**src/rtl/axi_interconnect_rr_if.sv**
```systemverilog
// Bundles the upstream AR/R/AC masters and the single downstream port of the RR read interconnect.
// slave modport faces the interconnect; master modport faces the surrounding fabric.
interface axi_interconnect_rr_if #(
    parameter int ID_WIDTH   = 13,
    parameter int ADDR_WIDTH = 64,
    parameter int DATA_WIDTH = 64,
    parameter int NUM_M      = 2
);
    logic [NUM_M*ID_WIDTH-1:0]   s_arid;
    logic [NUM_M*ADDR_WIDTH-1:0] s_araddr;
    logic [NUM_M*8-1:0]          s_arlen;
    logic [NUM_M*3-1:0]          s_arsize;
    logic [NUM_M*2-1:0]          s_arburst;
    logic [NUM_M-1:0]            s_arvalid;
    logic [NUM_M-1:0]            s_arready;
    logic [ID_WIDTH-1:0]         s_rid;
    logic [DATA_WIDTH-1:0]       s_rdata;
    logic [1:0]                  s_rresp;
    logic                        s_rlast;
    logic [NUM_M-1:0]            s_rvalid;
    logic [NUM_M-1:0]            s_rready;
    logic [NUM_M-1:0]            s_acvalid;
    logic [NUM_M-1:0]            s_acready;
    logic [ADDR_WIDTH-1:0]       s_acaddr;
    logic [3:0]                  s_acsnoop;
    logic [ID_WIDTH-1:0]         m_arid;
    logic [ADDR_WIDTH-1:0]       m_araddr;
    logic [7:0]                  m_arlen;
    logic [2:0]                  m_arsize;
    logic [1:0]                  m_arburst;
    logic                        m_arvalid;
    logic                        m_arready;
    logic [ID_WIDTH-1:0]         m_rid;
    logic [DATA_WIDTH-1:0]       m_rdata;
    logic [1:0]                  m_rresp;
    logic                        m_rlast;
    logic                        m_rvalid;
    logic                        m_rready;
    logic                        m_acvalid;
    logic [ADDR_WIDTH-1:0]       m_acaddr;
    logic [3:0]                  m_acsnoop;
    logic                        m_acready;

    modport slave (
        input  s_arid, s_araddr, s_arlen, s_arsize, s_arburst, s_arvalid, s_rready, s_acready,
        input  m_arready, m_rid, m_rdata, m_rresp, m_rlast, m_rvalid, m_acvalid, m_acaddr, m_acsnoop,
        output s_arready, s_rid, s_rdata, s_rresp, s_rlast, s_rvalid, s_acvalid, s_acaddr, s_acsnoop,
        output m_arid, m_araddr, m_arlen, m_arsize, m_arburst, m_arvalid, m_rready, m_acready
    );

    modport master (
        output s_arid, s_araddr, s_arlen, s_arsize, s_arburst, s_arvalid, s_rready, s_acready,
        output m_arready, m_rid, m_rdata, m_rresp, m_rlast, m_rvalid, m_acvalid, m_acaddr, m_acsnoop,
        input  s_arready, s_rid, s_rdata, s_rresp, s_rlast, s_rvalid, s_acvalid, s_acaddr, s_acsnoop,
        input  m_arid, m_araddr, m_arlen, m_arsize, m_arburst, m_arvalid, m_rready, m_acready
    );
endinterface

```
**src/rtl/axi_interconnect_rr.sv**
```systemverilog
// Round-robin AR arbiter with ID-based R return routing and all-master snoop ack collection.
// Latency: AR 1 cycle valid->m_arvalid; R and AC combinational pass-through (0 cycles).
// Backpressure: grant held until m_arready; R follows selected s_rready; AC completes once every master acked.
module axi_interconnect_rr #(
    parameter int ID_WIDTH   = 13,
    parameter int ADDR_WIDTH = 64,
    parameter int DATA_WIDTH = 64,
    parameter int NUM_M      = 2,
    parameter int IDX_W      = $clog2(NUM_M)
) (
    input  logic                 clk,
    input  logic                 reset_n,
    axi_interconnect_rr_if.slave bus
);
    typedef enum logic {IDLE, BUSY} state_t;

    state_t             state_q, state_d;
    logic [IDX_W-1:0]   grant_q, grant_d;
    logic [IDX_W-1:0]   rr_ptr_q, rr_ptr_d;
    logic [IDX_W-1:0]   pick;
    logic               pick_vld;
    logic [IDX_W-1:0]   r_sel;
    logic [NUM_M-1:0]   acked_q, acked_d;
    logic [NUM_M-1:0]   ac_hs;
    logic               ac_done;

    // Two passes give the first requester at or after rr_ptr, wrapping to index 0.
    always_comb begin
        pick_vld = 1'b0;
        pick     = '0;
        for (int j = 0; j < NUM_M; j++) begin
            if (!pick_vld && (IDX_W'(j) >= rr_ptr_q) && bus.s_arvalid[j]) begin
                pick_vld = 1'b1;
                pick     = IDX_W'(j);
            end
        end
        for (int j = 0; j < NUM_M; j++) begin
            if (!pick_vld && (IDX_W'(j) < rr_ptr_q) && bus.s_arvalid[j]) begin
                pick_vld = 1'b1;
                pick     = IDX_W'(j);
            end
        end
    end

    always_comb begin
        state_d  = state_q;
        grant_d  = grant_q;
        rr_ptr_d = rr_ptr_q;
        case (state_q)
            IDLE: begin
                if (pick_vld) begin
                    grant_d = pick;
                    state_d = BUSY;
                end
            end
            BUSY: begin
                if (bus.m_arready) begin
                    state_d  = IDLE;
                    rr_ptr_d = (grant_q == IDX_W'(NUM_M - 1)) ? '0 : grant_q + IDX_W'(1);
                end
            end
        endcase
    end

    // AR fields follow the registered grant; the low ID bits carry the master index for R return.
    always_comb begin
        bus.m_arvalid = (state_q == BUSY);
        bus.s_arready = '0;
        bus.m_arid    = '0;
        bus.m_araddr  = '0;
        bus.m_arlen   = '0;
        bus.m_arsize  = '0;
        bus.m_arburst = '0;
        for (int i = 0; i < NUM_M; i++) begin
            if (grant_q == IDX_W'(i)) begin
                bus.m_arid         = bus.s_arid[i*ID_WIDTH +: ID_WIDTH];
                bus.m_araddr       = bus.s_araddr[i*ADDR_WIDTH +: ADDR_WIDTH];
                bus.m_arlen        = bus.s_arlen[i*8 +: 8];
                bus.m_arsize       = bus.s_arsize[i*3 +: 3];
                bus.m_arburst      = bus.s_arburst[i*2 +: 2];
                bus.s_arready[i]   = (state_q == BUSY) && bus.m_arready;
            end
        end
        bus.m_arid[IDX_W-1:0] = grant_q;
    end

    // An index beyond NUM_M matches no master, so m_rready stays 1 and the beat is dropped.
    always_comb begin
        r_sel        = bus.m_rid[IDX_W-1:0];
        bus.s_rvalid = '0;
        bus.m_rready = 1'b1;
        for (int i = 0; i < NUM_M; i++) begin
            if (r_sel == IDX_W'(i)) begin
                bus.s_rvalid[i] = bus.m_rvalid;
                bus.m_rready    = bus.s_rready[i];
            end
        end
    end

    assign bus.s_rid     = bus.m_rid;
    assign bus.s_rdata   = bus.m_rdata;
    assign bus.s_rresp   = bus.m_rresp;
    assign bus.s_rlast   = bus.m_rlast;
    assign bus.s_acaddr  = bus.m_acaddr;
    assign bus.s_acsnoop = bus.m_acsnoop;

    // Snoop completes in the cycle the last outstanding master handshakes, then the ack set clears.
    always_comb begin
        bus.s_acvalid = {NUM_M{bus.m_acvalid}} & ~acked_q;
        ac_hs         = bus.s_acvalid & bus.s_acready;
        ac_done       = bus.m_acvalid && (&(acked_q | ac_hs));
        bus.m_acready = ac_done && reset_n;
        acked_d       = ac_done ? '0 : (acked_q | ac_hs);
    end

    always_ff @(posedge clk or negedge reset_n) begin
        if (!reset_n) begin
            state_q  <= IDLE;
            grant_q  <= '0;
            rr_ptr_q <= '0;
            acked_q  <= '0;
        end else begin
            state_q  <= state_d;
            grant_q  <= grant_d;
            rr_ptr_q <= rr_ptr_d;
            acked_q  <= acked_d;
        end
    end
endmodule

```
**src/flat_wrapper.sv**
```systemverilog
// flat-port wrapper written by rule: the top's interface ports become plain ports
module axi_interconnect_rr_flat 
#(
    parameter int ID_WIDTH   = 13,
    parameter int ADDR_WIDTH = 64,
    parameter int DATA_WIDTH = 64,
    parameter int NUM_M      = 2,
    parameter int IDX_W      = $clog2(NUM_M)
)
  (clk, reset_n, bus_s_arid, bus_s_araddr, bus_s_arlen, bus_s_arsize, bus_s_arburst, bus_s_arvalid, bus_s_rready, bus_s_acready, bus_m_arready, bus_m_rid, bus_m_rdata, bus_m_rresp, bus_m_rlast, bus_m_rvalid, bus_m_acvalid, bus_m_acaddr, bus_m_acsnoop, bus_s_arready, bus_s_rid, bus_s_rdata, bus_s_rresp, bus_s_rlast, bus_s_rvalid, bus_s_acvalid, bus_s_acaddr, bus_s_acsnoop, bus_m_arid, bus_m_araddr, bus_m_arlen, bus_m_arsize, bus_m_arburst, bus_m_arvalid, bus_m_rready, bus_m_acready);
  axi_interconnect_rr_if #(.ID_WIDTH(ID_WIDTH), .ADDR_WIDTH(ADDR_WIDTH), .DATA_WIDTH(DATA_WIDTH), .NUM_M(NUM_M)) bus_i ();
  input  logic clk;
  input  logic reset_n;
  input wire logic [$bits(bus_i.s_arid)-1:0] bus_s_arid;
  input wire logic [$bits(bus_i.s_araddr)-1:0] bus_s_araddr;
  input wire logic [$bits(bus_i.s_arlen)-1:0] bus_s_arlen;
  input wire logic [$bits(bus_i.s_arsize)-1:0] bus_s_arsize;
  input wire logic [$bits(bus_i.s_arburst)-1:0] bus_s_arburst;
  input wire logic [$bits(bus_i.s_arvalid)-1:0] bus_s_arvalid;
  input wire logic [$bits(bus_i.s_rready)-1:0] bus_s_rready;
  input wire logic [$bits(bus_i.s_acready)-1:0] bus_s_acready;
  input wire logic [$bits(bus_i.m_arready)-1:0] bus_m_arready;
  input wire logic [$bits(bus_i.m_rid)-1:0] bus_m_rid;
  input wire logic [$bits(bus_i.m_rdata)-1:0] bus_m_rdata;
  input wire logic [$bits(bus_i.m_rresp)-1:0] bus_m_rresp;
  input wire logic [$bits(bus_i.m_rlast)-1:0] bus_m_rlast;
  input wire logic [$bits(bus_i.m_rvalid)-1:0] bus_m_rvalid;
  input wire logic [$bits(bus_i.m_acvalid)-1:0] bus_m_acvalid;
  input wire logic [$bits(bus_i.m_acaddr)-1:0] bus_m_acaddr;
  input wire logic [$bits(bus_i.m_acsnoop)-1:0] bus_m_acsnoop;
  output wire logic [$bits(bus_i.s_arready)-1:0] bus_s_arready;
  output wire logic [$bits(bus_i.s_rid)-1:0] bus_s_rid;
  output wire logic [$bits(bus_i.s_rdata)-1:0] bus_s_rdata;
  output wire logic [$bits(bus_i.s_rresp)-1:0] bus_s_rresp;
  output wire logic [$bits(bus_i.s_rlast)-1:0] bus_s_rlast;
  output wire logic [$bits(bus_i.s_rvalid)-1:0] bus_s_rvalid;
  output wire logic [$bits(bus_i.s_acvalid)-1:0] bus_s_acvalid;
  output wire logic [$bits(bus_i.s_acaddr)-1:0] bus_s_acaddr;
  output wire logic [$bits(bus_i.s_acsnoop)-1:0] bus_s_acsnoop;
  output wire logic [$bits(bus_i.m_arid)-1:0] bus_m_arid;
  output wire logic [$bits(bus_i.m_araddr)-1:0] bus_m_araddr;
  output wire logic [$bits(bus_i.m_arlen)-1:0] bus_m_arlen;
  output wire logic [$bits(bus_i.m_arsize)-1:0] bus_m_arsize;
  output wire logic [$bits(bus_i.m_arburst)-1:0] bus_m_arburst;
  output wire logic [$bits(bus_i.m_arvalid)-1:0] bus_m_arvalid;
  output wire logic [$bits(bus_i.m_rready)-1:0] bus_m_rready;
  output wire logic [$bits(bus_i.m_acready)-1:0] bus_m_acready;
  assign bus_i.s_arid = bus_s_arid;
  assign bus_i.s_araddr = bus_s_araddr;
  assign bus_i.s_arlen = bus_s_arlen;
  assign bus_i.s_arsize = bus_s_arsize;
  assign bus_i.s_arburst = bus_s_arburst;
  assign bus_i.s_arvalid = bus_s_arvalid;
  assign bus_i.s_rready = bus_s_rready;
  assign bus_i.s_acready = bus_s_acready;
  assign bus_i.m_arready = bus_m_arready;
  assign bus_i.m_rid = bus_m_rid;
  assign bus_i.m_rdata = bus_m_rdata;
  assign bus_i.m_rresp = bus_m_rresp;
  assign bus_i.m_rlast = bus_m_rlast;
  assign bus_i.m_rvalid = bus_m_rvalid;
  assign bus_i.m_acvalid = bus_m_acvalid;
  assign bus_i.m_acaddr = bus_m_acaddr;
  assign bus_i.m_acsnoop = bus_m_acsnoop;
  assign bus_s_arready = bus_i.s_arready;
  assign bus_s_rid = bus_i.s_rid;
  assign bus_s_rdata = bus_i.s_rdata;
  assign bus_s_rresp = bus_i.s_rresp;
  assign bus_s_rlast = bus_i.s_rlast;
  assign bus_s_rvalid = bus_i.s_rvalid;
  assign bus_s_acvalid = bus_i.s_acvalid;
  assign bus_s_acaddr = bus_i.s_acaddr;
  assign bus_s_acsnoop = bus_i.s_acsnoop;
  assign bus_m_arid = bus_i.m_arid;
  assign bus_m_araddr = bus_i.m_araddr;
  assign bus_m_arlen = bus_i.m_arlen;
  assign bus_m_arsize = bus_i.m_arsize;
  assign bus_m_arburst = bus_i.m_arburst;
  assign bus_m_arvalid = bus_i.m_arvalid;
  assign bus_m_rready = bus_i.m_rready;
  assign bus_m_acready = bus_i.m_acready;
  axi_interconnect_rr #(.ID_WIDTH(ID_WIDTH), .ADDR_WIDTH(ADDR_WIDTH), .DATA_WIDTH(DATA_WIDTH), .NUM_M(NUM_M), .IDX_W(IDX_W)) u_core (.clk(clk), .reset_n(reset_n), .bus(bus_i));
endmodule
```
**config.mk**
```make
export PLATFORM = sky130hd
export DESIGN_NAME = axi_interconnect_rr_flat
export DESIGN_NICKNAME = d
export VERILOG_FILES = /design/src/rtl/axi_interconnect_rr_if.sv /design/src/rtl/axi_interconnect_rr.sv /design/src/flat_wrapper.sv
export SDC_FILE = /design/constraint.sdc
export NUM_CORES = 1
export LEC_CHECK = 0
export ABC_AREA = 0
export BUFFER_PORTS_ARGS = -buffer_cell sky130_fd_sc_hd__buf_2
export CORE_AREA = 2 2 231 233
export DETAILED_ROUTE_END_ITERATION = 6
export DIE_AREA = 0 0 233 235
export SYNTH_ARGS = -nofsm -noshare
export SYNTH_HDL_FRONTEND = slang
export SYNTH_SLANG_ARGS = --single-unit
```
**constraint.sdc**
```tcl
create_clock -name clk -period 1.35 [get_ports clk]
set_input_delay 0.2025 -clock clk [delete_from_list [all_inputs] [get_ports clk]]
set_output_delay 0.2025 -clock clk [all_outputs]
set_load 0.03 [all_outputs]
```
==> results of run 1 <==
-- worst register-to-register path, cell delays in order, from the launching register on --
cell	delay, ns
dfrtp_4	0.47
buf_12	0.16
buf_4	0.16
and3b_2	0.23
buf_4	0.13
buf_4	0.12
a21o_1	0.15
-- layout make-up --
cell class / count / area [sq um]
fill: 6032 / 47300
timing repair buffer: 313 / 2430
multi-input combinational: 110 / 1440
tap: 688 / 861
sequential: 5 / 129
clock buffer: 4 / 78.8
-- metal layers --
metal  wire [um]  GRT usage  vias up
li1            -          -     1086
met1        4630     0.0380     1079
met2        7510     0.0860      339
met3        2380     0.0308       59
met4         599     0.0224        0
met5           0          0        -
-- stage by stage --
stage | util | setup TNS, ns
3_3_place_gp | 0.0759 | -9.45
2_1_floorplan | - | 0
3_5_place_dp | 0.0759 | -9.58
5_1_grt | 0.0945 | -35.64
6_report | 0.0945 | -33.23
4_1_cts | 0.0873 | -34.19
-- registers in the layout (all words and copies together) (netlist names) --
| register | flops |
|---|---|
| u_core.bus.m_arvalid | 1 |
| u_core.grant_q | 1 |
| u_core.acked_q | 2 |
| u_core.rr_ptr_q | 1 |
-- power by group through the flow --
stage / Sequential [mW] / Clock, mW / Combinational, mW
after detailed placement: 0.237 / 0 / 3.54
after global placement: 0.237 / 0 / 3.53
after floorplan: 0.205 / 0 / 3.44
final: 0.224 / 0.502 / 4.87
after CTS: 0.215 / 0.516 / 4.40
after global routing: 0.228 / 0.518 / 5.13
-- cell usage in the layout, fill, tap and decap left out --
cell type,n
dfrtp_1,4
mux2_4,79
a21oi_1,2
buf_16,3
and3b_2,1
o31a_1,1
buf_2,196
clkbuf_16,6
o21a_1,2
buf_4,6
buf_6,96
and3_1,1
nor2b_1,5
dlygate4sd3_1,1
and2_1,1
nor2_1,2
mux2_2,11
dfrtp_4,1
a2bb2oi_1,1
a21o_1,1
buf_12,7
clkbuf_1,1
buf_8,1
nand2_1,2
o211a_1,1
-- repair_timing --
item | CTS | global route
hold endpoints to repair | 5 | 0
endpoints found under the setup margin | 92 | 94
gates resized for setup | 127 | 91
gates cloned | 3 | 3
hold buffers | 1 | 0
setup buffers | 7 | 3
-- cells by family (layout without fill, tap and decap cells) --
group	count (synthesis)	after routing	share of synthesized area
DFF	5	5	0.0449
buffers and inverters	159	317	0.440
and+or+nand+nor	12	12	0.0243
muxes	90	90	0.469
AOI/OAI and AO/OA	8	8	0.0216
-- path summary, 6_finish.rpt --
| path | start | end | depth (start not counted) |
|---|---|---|---|
| max | u_core.grant_q | bus_m_araddr[8] | 4 |
| max reg2reg | u_core.grant_q | u_core.rr_ptr_q | 6 |
| min in group asynchronous | reset_n | u_core.acked_q[1] | 2 |
| min | bus_s_arvalid[0] | u_core.bus.m_arvalid | 2 |
| min reg2reg | u_core.rr_ptr_q | u_core.rr_ptr_q | 1 |
| max in group asynchronous | reset_n | u_core.grant_q | 2 |
==> metrics.md, run 1 <==
| Metric | Value |
|---|---|
| Layout area overhead | 77.3% |
| Clk buf depth | 2 |
| Area after DPL | 0.00396 sq mm |
| F_max | 572 MHz |
| Root Buffer | clkbuf_16 |
| GRT Resource Usage Total | 0.0469 |
| DRC violations left | 0 |
| Overall die height | 235 um |
| Worst hold slack | 0.222 ns |
| Die Wd | 233 um |
| Slowest cell delay on critical path | 0.52 ns |
| Count of cell types in the netlist | 18 |
| P per Cell Area | roughly 1100 mW/mm^2 |
| Top delay family on crit path | flip-flops |
| Initial DRC count | 39 |
| Critical Path RT | ~1.2 ns |
| Share of cells above drive strength 1 | 0.942 |
| Reg2Reg Setup Slack | -0.18 ns |
| Violations in the final reports | negative setup slack |
| Peak supply drop | 0.000368 V |
| Clock share of power | 0.090 |
| Final period utilization | 1.30 |
| Port bufs | around 290 |
| Via/cell ratio | ~2.3 |
| # H-tree levels | 1 |
| P_int | 3.15 mW |
| Sequential element share of the synthesized area | 0.0449 |
| Synth warnings | 0 |
| Vias | 2563 |
| Min Tclk post-route | 1.75 ns |
| Area share of the largest cell type after synthesis | 0.421 |
| Global-route wire length before repair | 17.2 mm |
| Initial Utilization | 0.0533 |
| Synth Cell Area | 0.00278 sq mm |
| Pin count of the biggest net entering global routing | 14 |
| Final Setup Violations | 93 |
| Vias in the first global route | 2573 |
| Max-capacitance violation count | 0 |
| Grt ovf | 0 |
| Post-Layout Cell Count | 1120 |
| Crit Path Max Fanout | 13 |
| IO Pins | around 600 |
| Core area | 0.0522 sq mm |
| EDFF count, synth | 0 |
| Async SR Flop Fraction | 1.00 |
| Net count, final | 772 |
| Status | finished with violations |
| Critical path class | flip-flop to output pin |
| Net Sw Frac | 0.437 |
| P_sw | 2.44 mW |
| Buf/Inv on CP | 3 |
| Top cell type by total area after synthesis | mux2_4 |
| Worst path slowest cell | dfrtp_4 |
| WL/cell | about 13 um |
| Worst Tran Pin Value | between 0.3 and 0.4 ns |
| Reg clk slew, reported paths | 0.03 ns |
| Initial antenna violation count | 2 |
| CP startpoint kind | flip-flop |
| CTS Sinks | 5 |
| Final HPWL DP | about 12 mm |
| Crit path arrival time | 1.55 ns |
| Worst setup margin | -0.400 ns |
| Top_reg_cell synth | dfrtp_1 |
| FF+latch count, synth | 5 |
| Largest cells by area after synthesis | mux2_4, buf_4, mux2_2, dfrtp_1, buf_6 |
| Post-synth top cells | buf_4, mux2_4, mux2_2 |
| Die outline area | 0.0548 sq mm |
| TritonCTS buffer count | 3 |
| Seq pwr share | 0.040 |
| Headroom to the max-slew limit | 0.788 |
| # diodes | 0 |
| Detail Route Antenna Nets | 0 |
| Crit path cell chain | buf_8 > buf_12 > mux2_4 > buf_6 |
| Syn Nets | 613 |
| Pwr Total | ~5.6 mW |
| CTS tree | built |
| Dpl cells | 1101 |
| Min-delay worst type | primary input to flip-flop |
| First-pass iteration count of the detailed router | 4 |
| Power share of the combinational group | 0.870 |
| Mapped Cells | around 270 |
| Site Rows | between 80 and 90 |
| Avg Cell Area, Syn | about 10 sq um |
| Clk_skew | 0.000120 ns |
| Max-slew violations | 0 |
| Worst slack at placement | -0.153 ns |
| Placer congestion estimate | 0.651 |
| Top-count cell post-synth | buf_4 |
| Worst-Skew Late Latency | ~0.23 ns |
| Final hold viol count | 0 |
| Final Cell Area | roughly 0.0049 sq mm |
| Crit path capture type | output pin |
| Total Wirelength | 15.1 mm |
| RSZ-0062 raised after global routing | true |
| Leak pwr | 2.40 nW |
Note: power is estimated with default switching activity, not from simulation.
==> inputs of run 2 (changes only) <==
--- a/config.mk
+++ b/config.mk
@@ -10,6 +10,7 @@
 export CORE_AREA = 2 2 231 233
 export DETAILED_ROUTE_END_ITERATION = 6
 export DIE_AREA = 0 0 233 235
+export PLACE_DENSITY = 0.3
 export SYNTH_ARGS = -nofsm -noshare
 export SYNTH_HDL_FRONTEND = slang
 export SYNTH_SLANG_ARGS = --single-unit
==> metrics.md, run 2 (same netlist as run 1, synthesis figures left out) <==
| Metric | Value |
|---|---|
| Area after DPL | 0.00403 sq mm (was 0.00396 sq mm) |
| Power share of the combinational group | 0.846 (was 0.870) |
| DRC violations left | 0 (unchanged) |
| Final Setup Violations | 92 (was 93) |
| Vias | 2481 (was 2563) |
| P_int | 2.45 mW (was 3.15 mW) |
| R2R depth | 4 (was 6) |
| CP startpoint kind | flip-flop (unchanged) |
| Pin count of the biggest net entering global routing | 31 (was 14) |
| Die Wd | 233 um (unchanged) |
| Crit path capture type | output pin (unchanged) |
| Share of cells above drive strength 1 | 0.941 (was 0.942) |
| Placer congestion estimate | 0.646 (was 0.651) |
| P per Cell Area | 1050 mW/mm^2 (was 1130 mW/mm^2) |
| Seq pwr share | 0.046 (was 0.040) |
| Worst-Skew Late Latency | 0.23 ns (about the same) |
| Clock share of power | 0.108 (was 0.090) |
| Via/cell ratio | 2.23 (was 2.29) |
| Worst setup margin | -0.404 ns (was -0.400 ns) |
| Vias in the first global route | 2492 (was 2573) |
| Status | finished with violations (unchanged) |
| Leading cell type in the layout, fill and taps excluded | buf_2 (unchanged) |
| GRT Resource Usage Total | 0.0333 (was 0.0469) |
| F_max | 570 MHz (was 572 MHz) |
| Post-route setup TNS | -31.34 ns (was -33.23 ns) |
| Clk buf depth | 2 (unchanged) |
| Grt ovf | 0 (unchanged) |
| Peak supply drop | 0.000554 V (was 0.000368 V) |
| Max-capacitance violation count | 0 (unchanged) |
| P_sw | 2.12 mW (was 2.44 mW) |
| Leak pwr | 2.16 nW (was 2.40 nW) |
| Violations in the final reports | negative setup slack (unchanged) |
| Min-delay worst type | primary input to flip-flop (unchanged) |
| WL/cell | 9.77 um (was 13.5 um) |
| Global-route wire length before repair | 13.8 mm (was 17.2 mm) |
| Critical path class | flip-flop to output pin (unchanged) |
| RSZ-0062 raised after global routing | true (unchanged) |
| Clk_skew | 0.000108 ns (was 0.000120 ns) |
| IO Pins | 586 (unchanged) |
| Initial Utilization | 0.0533 (unchanged) |
| # diodes | 0 (unchanged) |
| Largest Register | u_core.acked_q (unchanged) |
| Largest register FFs | 2 (unchanged) |
| Port bufs | 289 (unchanged) |
| First-pass iteration count of the detailed router | 3 (was 4) |
| Final hold viol count | 0 (unchanged) |
| Initial antenna violation count | 3 (was 2) |
| Final period utilization | 1.30 (about the same) |
| Max-slew violations | 0 (unchanged) |
| Critical Path RT | 1.15 ns (about the same) |
| Crit Path Max Fanout | 12 (was 13) |
| Die outline area | 0.0548 sq mm (unchanged) |
| Commonest non-fill, non-tap cells in the layout | buf_2, mux2_4, buf_4 (was buf_2, buf_6, mux2_4) |
| Reg clk slew, reported paths | 0.03 ns (about the same) |
| Detail Route Antenna Nets | 0 (unchanged) |
| WHS Path Cells | 2 (unchanged) |
| Overall die height | 235 um (unchanged) |
| Total Wirelength | 10.9 mm (was 15.1 mm) |
| Initial DRC count | 34 (was 39) |
| Crit path arrival time | 1.55 ns (about the same) |
| Root Buffer | clkbuf_16 (unchanged) |
| Final Cell Area | 0.00434 sq mm (was 0.00494 sq mm) |
| Layout area overhead | 56.0% (was 77.3%) |
| Core area | 0.0522 sq mm (unchanged) |
| Net Sw Frac | 0.464 (was 0.437) |
| Site Rows | 84 (unchanged) |
| CTS Sinks | 5 (unchanged) |
| Worst Tran Pin Value | 0.286 ns (was 0.318 ns) |
| TritonCTS buffer count | 3 (unchanged) |
| CTS tree | built (unchanged) |
| Pwr Total | 4.58 mW (was 5.59 mW) |
| Min Tclk post-route | 1.75 ns (about the same) |
| Headroom to the max-slew limit | 0.809 (was 0.788) |
| Final HPWL DP | 9.62 mm (was 12.0 mm) |
| # H-tree levels | 1 (unchanged) |
| Net count, final | 763 (was 772) |
## run 2: cell count changes in the layout (fill, tap and decap cells not counted), sizes merged
| cell | delta |
|---|---|
| buf | -6 |
| clkbuf | -3 |
## run 2: layout make-up
class | instances | area [sq um]
clock buffers | 4 | 78.8
flip-flops and latches | 5 | 129
repair buffers | 304 | 1840
multi-input cells | 110 | 1440
fillers | 6126 | 47900
well taps | 688 | 861
## run 2: routing by layer
metal	routed length, um	share of wire	GRT usage
met1	3100	0.29	0.0269
met3	2230	0.21	0.0214
met2	4860	0.45	0.0592
met4	635	0.059	0.0205
met5	31	0.0029	0.00446
## run 2: repair_timing
| action | 4_1_cts | 5_1_grt |
|---|---|---|
| setup endpoints to repair | 92 | 92 |
| hold buffers | 1 | 0 |
| buffers inserted | 0 | 0 |
| gates resized for setup | 75 | 4 |
| hold endpoints to repair | 5 | 0 |
## run 2: critical path, cell delays in order (launching register included)
cell and delay [ns]:
dfrtp_4 0.49, buf_12 0.16, buf_12 0.16, mux2_4 0.32, buf_6 0.14
## run 2: power by group through the flow
stage | sequential [mW] | combinational (mW) | clock (mW)
2_1_floorplan | 0.205 | 3.44 | 0
5_1_grt | 0.214 | 4.09 | 0.513
4_1_cts | 0.211 | 3.92 | 0.501
3_3_place_gp | 0.212 | 3.65 | 0
6_report | 0.211 | 3.87 | 0.494
3_5_place_dp | 0.213 | 3.63 | 0
## run 2: stage by stage
stage          hold slack [ns]  instances    util  setup slack (ns)
2_1_floorplan          -0.0931        274       -             0.117
3_3_place_gp            0.0457       1106  0.0771            -0.198
3_5_place_dp            0.0394       1106  0.0771            -0.200
4_1_cts                  0.240       1111  0.0829            -0.420
5_1_grt                  0.266       1111  0.0831            -0.429
6_report                 0.248       1111  0.0831            -0.404
## run 2: path summary, 6_finish.rpt
kind	endpoint	slack, ns	from
max	bus_m_araddr[51]	-0.40	u_core.grant_q
min	u_core.bus.m_arvalid	0.25	bus_s_arvalid[1]
max reg2reg	u_core.rr_ptr_q	0.10	u_core.grant_q
min reg2reg	u_core.rr_ptr_q	0.48	u_core.rr_ptr_q
max in group asynchronous	u_core.grant_q	0.73	reset_n
min in group asynchronous	u_core.acked_q[1]	0.38	reset_n
